--- src/rtl/crg_seq.sv ---
// Clock-enable / reset sequencer behind the PLL: lock qualification, staggered
// per-channel reset release, soft-reset pulses and fractional-NCO clock enables.
// Optional lock-loss event counter is built when CRG_LOSS_CNT_EN is defined.
//
// state   | meaning
// HOLD    | all channels in reset, waiting for synchronised lock
// SETTLE  | lock seen, timing the lock-stable window
// RELEASE | releasing channels 1..CHANNELS-1, one per stagger interval
// RUN     | all released; soft-reset requests honoured
module crg_seq #(
  parameter int CHANNELS     = 4,
  parameter int ACC_W        = 32,
  parameter int LOCK_CYCLES  = 1024,
  parameter int STAGGER      = 64,
  parameter int PULSE_CYCLES = 16
) (
  input  logic                      clk_sys,
  input  logic                      reset,
  input  logic                      pll_locked,
  input  logic [CHANNELS*ACC_W-1:0] ce_inc,
  input  logic [CHANNELS-1:0]       chan_rst_req,
  output logic [CHANNELS-1:0]       rst_out,
  output logic [CHANNELS-1:0]       ce_out,
  output logic                      ready,
  output logic [7:0]                lock_loss_cnt
);

  localparam int CNT_MAX = (LOCK_CYCLES > STAGGER) ? LOCK_CYCLES : STAGGER;
  localparam int CNT_W   = $clog2(CNT_MAX) + 1;
  localparam int PUL_W   = $clog2(PULSE_CYCLES) + 1;
  localparam int IDX_W   = 5;

  typedef enum logic [1:0] {HOLD, SETTLE, RELEASE, RUN} state_t;

  state_t             state;
  logic               sync1;
  logic               lock_s;
  logic [CNT_W-1:0]   cnt;
  logic [IDX_W-1:0]   idx;
  logic [PUL_W-1:0]   pcnt [CHANNELS];
  logic [ACC_W-1:0]   acc  [CHANNELS];
  logic [ACC_W:0]     sum  [CHANNELS];
  logic [CHANNELS-1:0] nco_clr;
  logic               lock_drop;

  always_ff @(posedge clk_sys) begin
    if (reset) begin
      sync1  <= 1'b0;
      lock_s <= 1'b0;
    end else begin
      sync1  <= pll_locked;
      lock_s <= sync1;
    end
  end

  assign lock_drop = (state != HOLD) && !lock_s;

  // Timers are down-counters loaded with length-1 and acting at zero.
  always_ff @(posedge clk_sys) begin
    if (reset || lock_drop) begin
      state   <= HOLD;
      cnt     <= '0;
      idx     <= '0;
      rst_out <= '1;
      ready   <= 1'b0;
      for (int i = 0; i < CHANNELS; i++) pcnt[i] <= '0;
    end else begin
      case (state)
        HOLD: begin
          if (lock_s) begin
            state <= SETTLE;
            cnt   <= CNT_W'(LOCK_CYCLES - 1);
          end
        end
        SETTLE: begin
          if (cnt == '0) begin
            rst_out[0] <= 1'b0;
            idx        <= IDX_W'(1);
            cnt        <= CNT_W'(STAGGER - 1);
            if (CHANNELS == 1) begin
              state <= RUN;
              ready <= 1'b1;
            end else begin
              state <= RELEASE;
            end
          end else begin
            cnt <= cnt - 1'b1;
          end
        end
        RELEASE: begin
          if (cnt == '0) begin
            for (int i = 0; i < CHANNELS; i++)
              if (idx == IDX_W'(i)) rst_out[i] <= 1'b0;
            idx <= idx + 1'b1;
            cnt <= CNT_W'(STAGGER - 1);
            if (idx == IDX_W'(CHANNELS - 1)) begin
              state <= RUN;
              ready <= 1'b1;
            end
          end else begin
            cnt <= cnt - 1'b1;
          end
        end
        RUN: begin
          for (int i = 0; i < CHANNELS; i++) begin
            if (chan_rst_req[i]) begin
              rst_out[i] <= 1'b1;
              pcnt[i]    <= PUL_W'(PULSE_CYCLES - 1);
            end else if (rst_out[i]) begin
              if (pcnt[i] == '0) rst_out[i] <= 1'b0;
              else               pcnt[i]    <= pcnt[i] - 1'b1;
            end
          end
        end
        default: state <= HOLD;
      endcase
    end
  end

  // Clearing on the edge a reset is asserted keeps ce_out silent for the whole pulse.
  always_comb begin
    for (int i = 0; i < CHANNELS; i++) begin
      nco_clr[i] = rst_out[i] | lock_drop | ((state == RUN) & chan_rst_req[i]);
      sum[i]     = {1'b0, acc[i]} + {1'b0, ce_inc[i*ACC_W +: ACC_W]};
    end
  end

  always_ff @(posedge clk_sys) begin
    if (reset) begin
      ce_out <= '0;
      for (int i = 0; i < CHANNELS; i++) acc[i] <= '0;
    end else begin
      for (int i = 0; i < CHANNELS; i++) begin
        if (nco_clr[i]) begin
          acc[i]    <= '0;
          ce_out[i] <= 1'b0;
        end else begin
          acc[i]    <= sum[i][ACC_W-1:0];
          ce_out[i] <= sum[i][ACC_W];
        end
      end
    end
  end

`ifdef CRG_LOSS_CNT_EN
  always_ff @(posedge clk_sys) begin
    if (reset)
      lock_loss_cnt <= '0;
    else if (lock_drop && (lock_loss_cnt != 8'hFF))
      lock_loss_cnt <= lock_loss_cnt + 8'd1;
  end
`else
  assign lock_loss_cnt = '0;
`endif

endmodule

--- config.mk ---
export PLATFORM = sky130hd
export DESIGN_NAME = crg_seq
export DESIGN_NICKNAME = d
export VERILOG_FILES = /design/src/rtl/crg_seq.sv
export SDC_FILE = /design/constraint.sdc
export NUM_CORES = 1
export LEC_CHECK = 0
export ABC_CLOCK_PERIOD_IN_PS = 7320
export BUFFER_PORTS_ARGS = -buffer_cell sky130_fd_sc_hd__buf_2
export CAP_MARGIN = 20
export CORE_MARGIN = 2
export CORE_UTILIZATION = 54
export DETAILED_ROUTE_END_ITERATION = 6
export GPL_ROUTABILITY_DRIVEN = 0
export MAX_ROUTING_LAYER = met4
export PLACE_DENSITY = 0.78
export SETUP_SLACK_MARGIN = 0.5
export SLEW_MARGIN = 20
export SYNTH_ARGS = -nofsm -noshare
export SYNTH_HDL_FRONTEND = slang
export SYNTH_SLANG_ARGS = --single-unit
--- constraint.sdc ---
create_clock -name clk_sys -period 7.32 [get_ports clk_sys]
set_clock_uncertainty 0.15 [all_clocks]
set_input_delay 0.732 -clock clk_sys [delete_from_list [all_inputs] [get_ports clk_sys]]
set_output_delay 0.732 -clock clk_sys [all_outputs]
set_load 0.02 [all_outputs]
==> results.md <==
- The cell depth of the worst setup path is 9.
- The floorplan has 58 rows.
- The worst-skew pair later-pin latency is 0.43 ns.
- The startpoint identified for the worst register-to-register timing path is acc[3][0].
- The buffer type at the clock tree root is clkbuf_16.
- Setup total negative slack on the finished layout was measured at 0 ns.
- The total detailed-routing wirelength is 30200 um.
- After legalization and detailed placement, the total HPWL measured 23300 um.
- The number of global-route vias before repair is 11221.
- The number of optimization iterations in the first detailed-route pass is 5.
- The fraction of final layout cells sized beyond drive strength 1 is 11.4%.
- The length in cells of the worst reg-to-reg path is 10.
- The number of top-level design ports is 152.
- The number of vias per cell is 5.61.
- The worst voltage drop across the vdd grid is 0.119 mV.
- The worst relative slew slack is 35.4%.
- The uppermost layer routed is met4.
- After layout, the worst path uses 45.7% of the clock period.
- The number of nets with antenna violations after routing is 0.
- In the final routing, the length of wire on met1 measures 13900 um.
- Synthesis produced a netlist whose cell count is 1527.
- Before CTS, the worst setup slack after placement is 3.53 ns.
- The quantity of I/O buffers inserted on ports is 143.
- The number of warning messages in the yosys log is 0.
- The cell repeated most along the worst path is nor2_1.
- Summed over all cells, the static leakage comes to 0.00698 uW.
- For this configuration, the core starts out at a cell density of 54.9%.
- The critical path goes through buf_2, ha_1, a2111oi_0, o31ai_1, a211oi_1, nor2_1, a21boi_0, xor2_1, nor2_1.
- The global-route wire length before repair is 50500 um.
- The worst register-to-register path ends at acc[3][24].
- Counting flops with a built-in enable in the synthesized netlist gives 148.
- By instance count, the leading cell after synthesis is nor2_1.
- The violation count after the first detailed-route iteration is 767.
- After layout, the minimum clock period comes to 3.35 ns.
- The worst setup path is captured at a flop.
- The cts-stage hold buffer count is 0.
- edfxtp_1 takes more of the synthesized area than any other cell.
- In this run the register-to-register setup slack is 4.01 ns.
- The final net count is 2056.
- Final hold analysis gives a worst-case slack of 0.305 ns.
- The CTS tree is done.
- In this run the worst path has a maximum fanout of 5.
- In this run, distinct cell masters in the synthesized netlist total 78.
- The met3 wirelength from detailed routing is 1290 um.
- In this run, CTS created clock tree buffers numbering 17.
- Entering global routing, the biggest net connects 32 pins.
- The global route total overflow is 0.
- Counting flops with an async set or reset pin after synthesis yields a share of 0%.
- The average size of a mapped cell is 9.05 sq um.
- In the detailed route, the total length drawn on met2 is 14700 um.
- The startpoint of the worst setup timing path is ce_inc[70].
- Power spread over the standard cell area amounts to 180 mW/mm^2.
- Ranked by total cell area, the synthesized netlist is headed by edfxtp_1 (32%), ha_1 (13%), nor2_1 (6.2%).
- Across all layers, the routed design uses 11864 vias.
- The commonest cells after synthesis are nor2_1 (230), edfxtp_1 (148), ha_1 (147).
- The final number of max-transition violations is 0.
- The die is 164 um wide.
- The worst path arrival time is 3.36 ns.
- In this run the worst setup path terminates at acc[2][21].
- Once the clock tree was built, the setup fixing pass inserted 0 buffers.
- The height of the die is 164 um.
- Setup repair after global routing left no endpoint under its margin.
- The post-CTS resize count is 0.
- The register bit count reported by yosys is 177.
- The hold violation total from the final report is 0.
- The region available for standard cell placement spans 0.0252 sq mm.
- The total of endpoints with negative setup slack in the final report is 0.
- The floorplan step defined a die boundary enclosing 0.0269 sq mm.
- The initial antenna violation count is 2.
- The largest stage delay on the critical path is 0.61 ns.
- The largest individual stage delay along the critical path comes from the cell a2111oi_0.
- Global routing consumed, over all layers together, 23.3% of the routing resources.
- The number of clock sinks seen by CTS is 177.
- The critical path is of the in -> reg type.
- The layout-stage area growth over the synthesis result is 15.2%.
- The combined area of all synthesized cells is 0.0138 sq mm.
- STA classifies the critical path startpoint as an input port.
- After detailed routing, the number of remaining DRC violations is 0.
- The timing-limited maximum frequency is 299 MHz.
- The detailed-route wire length per cell is 14.3 um.
- The share of Yosys cell area claimed by the top area cell type is 32.2%.
- Across the run, the number of max-cap violations was 0.
- The kind of cell with the highest combined delay along the critical path is compound AO/OA/AOI/OAI gates.
- The worst hold path belongs to the class reg -> reg.
- The flip-flop cell with the highest count after synthesis is edfxtp_1.
- CTS built an H-tree with a depth of 4.
- The flow ran to the end, and the final reports show no timing, DRC or antenna violations.
- The number of buffers on the longest clock path is 2.
- Together, buffers and inverters on the worst path number 1.
- Clock-pin slew was measured on the worst setup and hold paths at 0.07 ns.
- The fraction of the yosys area taken by sequential cells is 36.4%.
- Across all setup checks in the final design, the least slack found is 3.97 ns.
- The actual transition at the worst max-transition pin is 0.960 ns.
- The worst path required time is 7.33 ns.
per-layer routing:
metal  vias up  track usage (%)
met3        32             3.33
met5         -                -
met1      5529             29.5
met2       293             40.1
met4         0             4.43
li1       6010                -
per-stage QoR:
stage / total power, uW / util [%] / cell area, sq um / std cells
detailed placement: 1820 / 60.4 / 15200 / 2080
global route: 3000 / 63.2 / 15900 / 2115
finish: 2860 / 63.2 / 15900 / 2115
floorplan: 1670 / - / 14300 / 1661
global placement: 1810 / 60.4 / 15200 / 2080
CTS: 2880 / 63.1 / 15900 / 2112
layout make-up:
class / instances / area, sq um
Fill cell: 2221 / 9270
Multi-Input combinational cell: 1385 / 8900
Sequential cell: 177 / 5020
Timing Repair Buffer: 146 / 746
Clock buffer: 17 / 425
Tap cell: 330 / 413
Clock inverter: 15 / 241
Inverter: 43 / 161
Antenna cell: 2 / 5.00
layout by cell type (no fill, tap or decap), types with 61 or more instances in the layout:
master and n:
xor2_1 61, conb_1 136, a21o_1 61, xnor2_1 62, ha_1 147, nor2_1 230, edfxtp_1 148, buf_2 143
o21ai_0 94, nand2_1 105, a21oi_1 139
worst min-delay path by stage:
stage / endpoint / start / depth (start not counted) / slack [ns]
after floorplan: lock_s / sync1 / 1 / 0.26
after global placement: lock_s / sync1 / 1 / 0.28
after detailed placement: lock_s / sync1 / 1 / 0.29
after CTS: lock_s / sync1 / 1 / 0.30
after global routing: lock_s / sync1 / 1 / 0.35
final: lock_s / sync1 / 1 / 0.30
power breakdown:
part	switching [uW]	internal [uW]
clock network	427	619
logic	386	274
registers	22.1	1130
total	835	2020
sequential cells by signal, summed over array words and instances, names as in the netlist:
signal and cells:
acc 128, sync1 1, pcnt 20, state 2, cnt 11, rst_out 4, lock_s 1, ce_out 4
ready 1, idx 5
kinds of logic (layout without fill, tap and decap cells):
logic type / Yosys count / in the layout / share of synthesized area [%]
adders and majority gates: 151 / 151 / 13.9
other: 2 / 138 / 0.0544
xor gates and xnor gates: 123 / 123 / 7.80
and+or+nand+nor: 498 / 498 / 16.4
DFF: 177 / 177 / 36.4
buffers and inverters: 99 / 221 / 2.92
muxes: 6 / 6 / 0.444
AOI/OAI and AO/OA: 471 / 471 / 22.1
(Power assumes the default switching activity.)
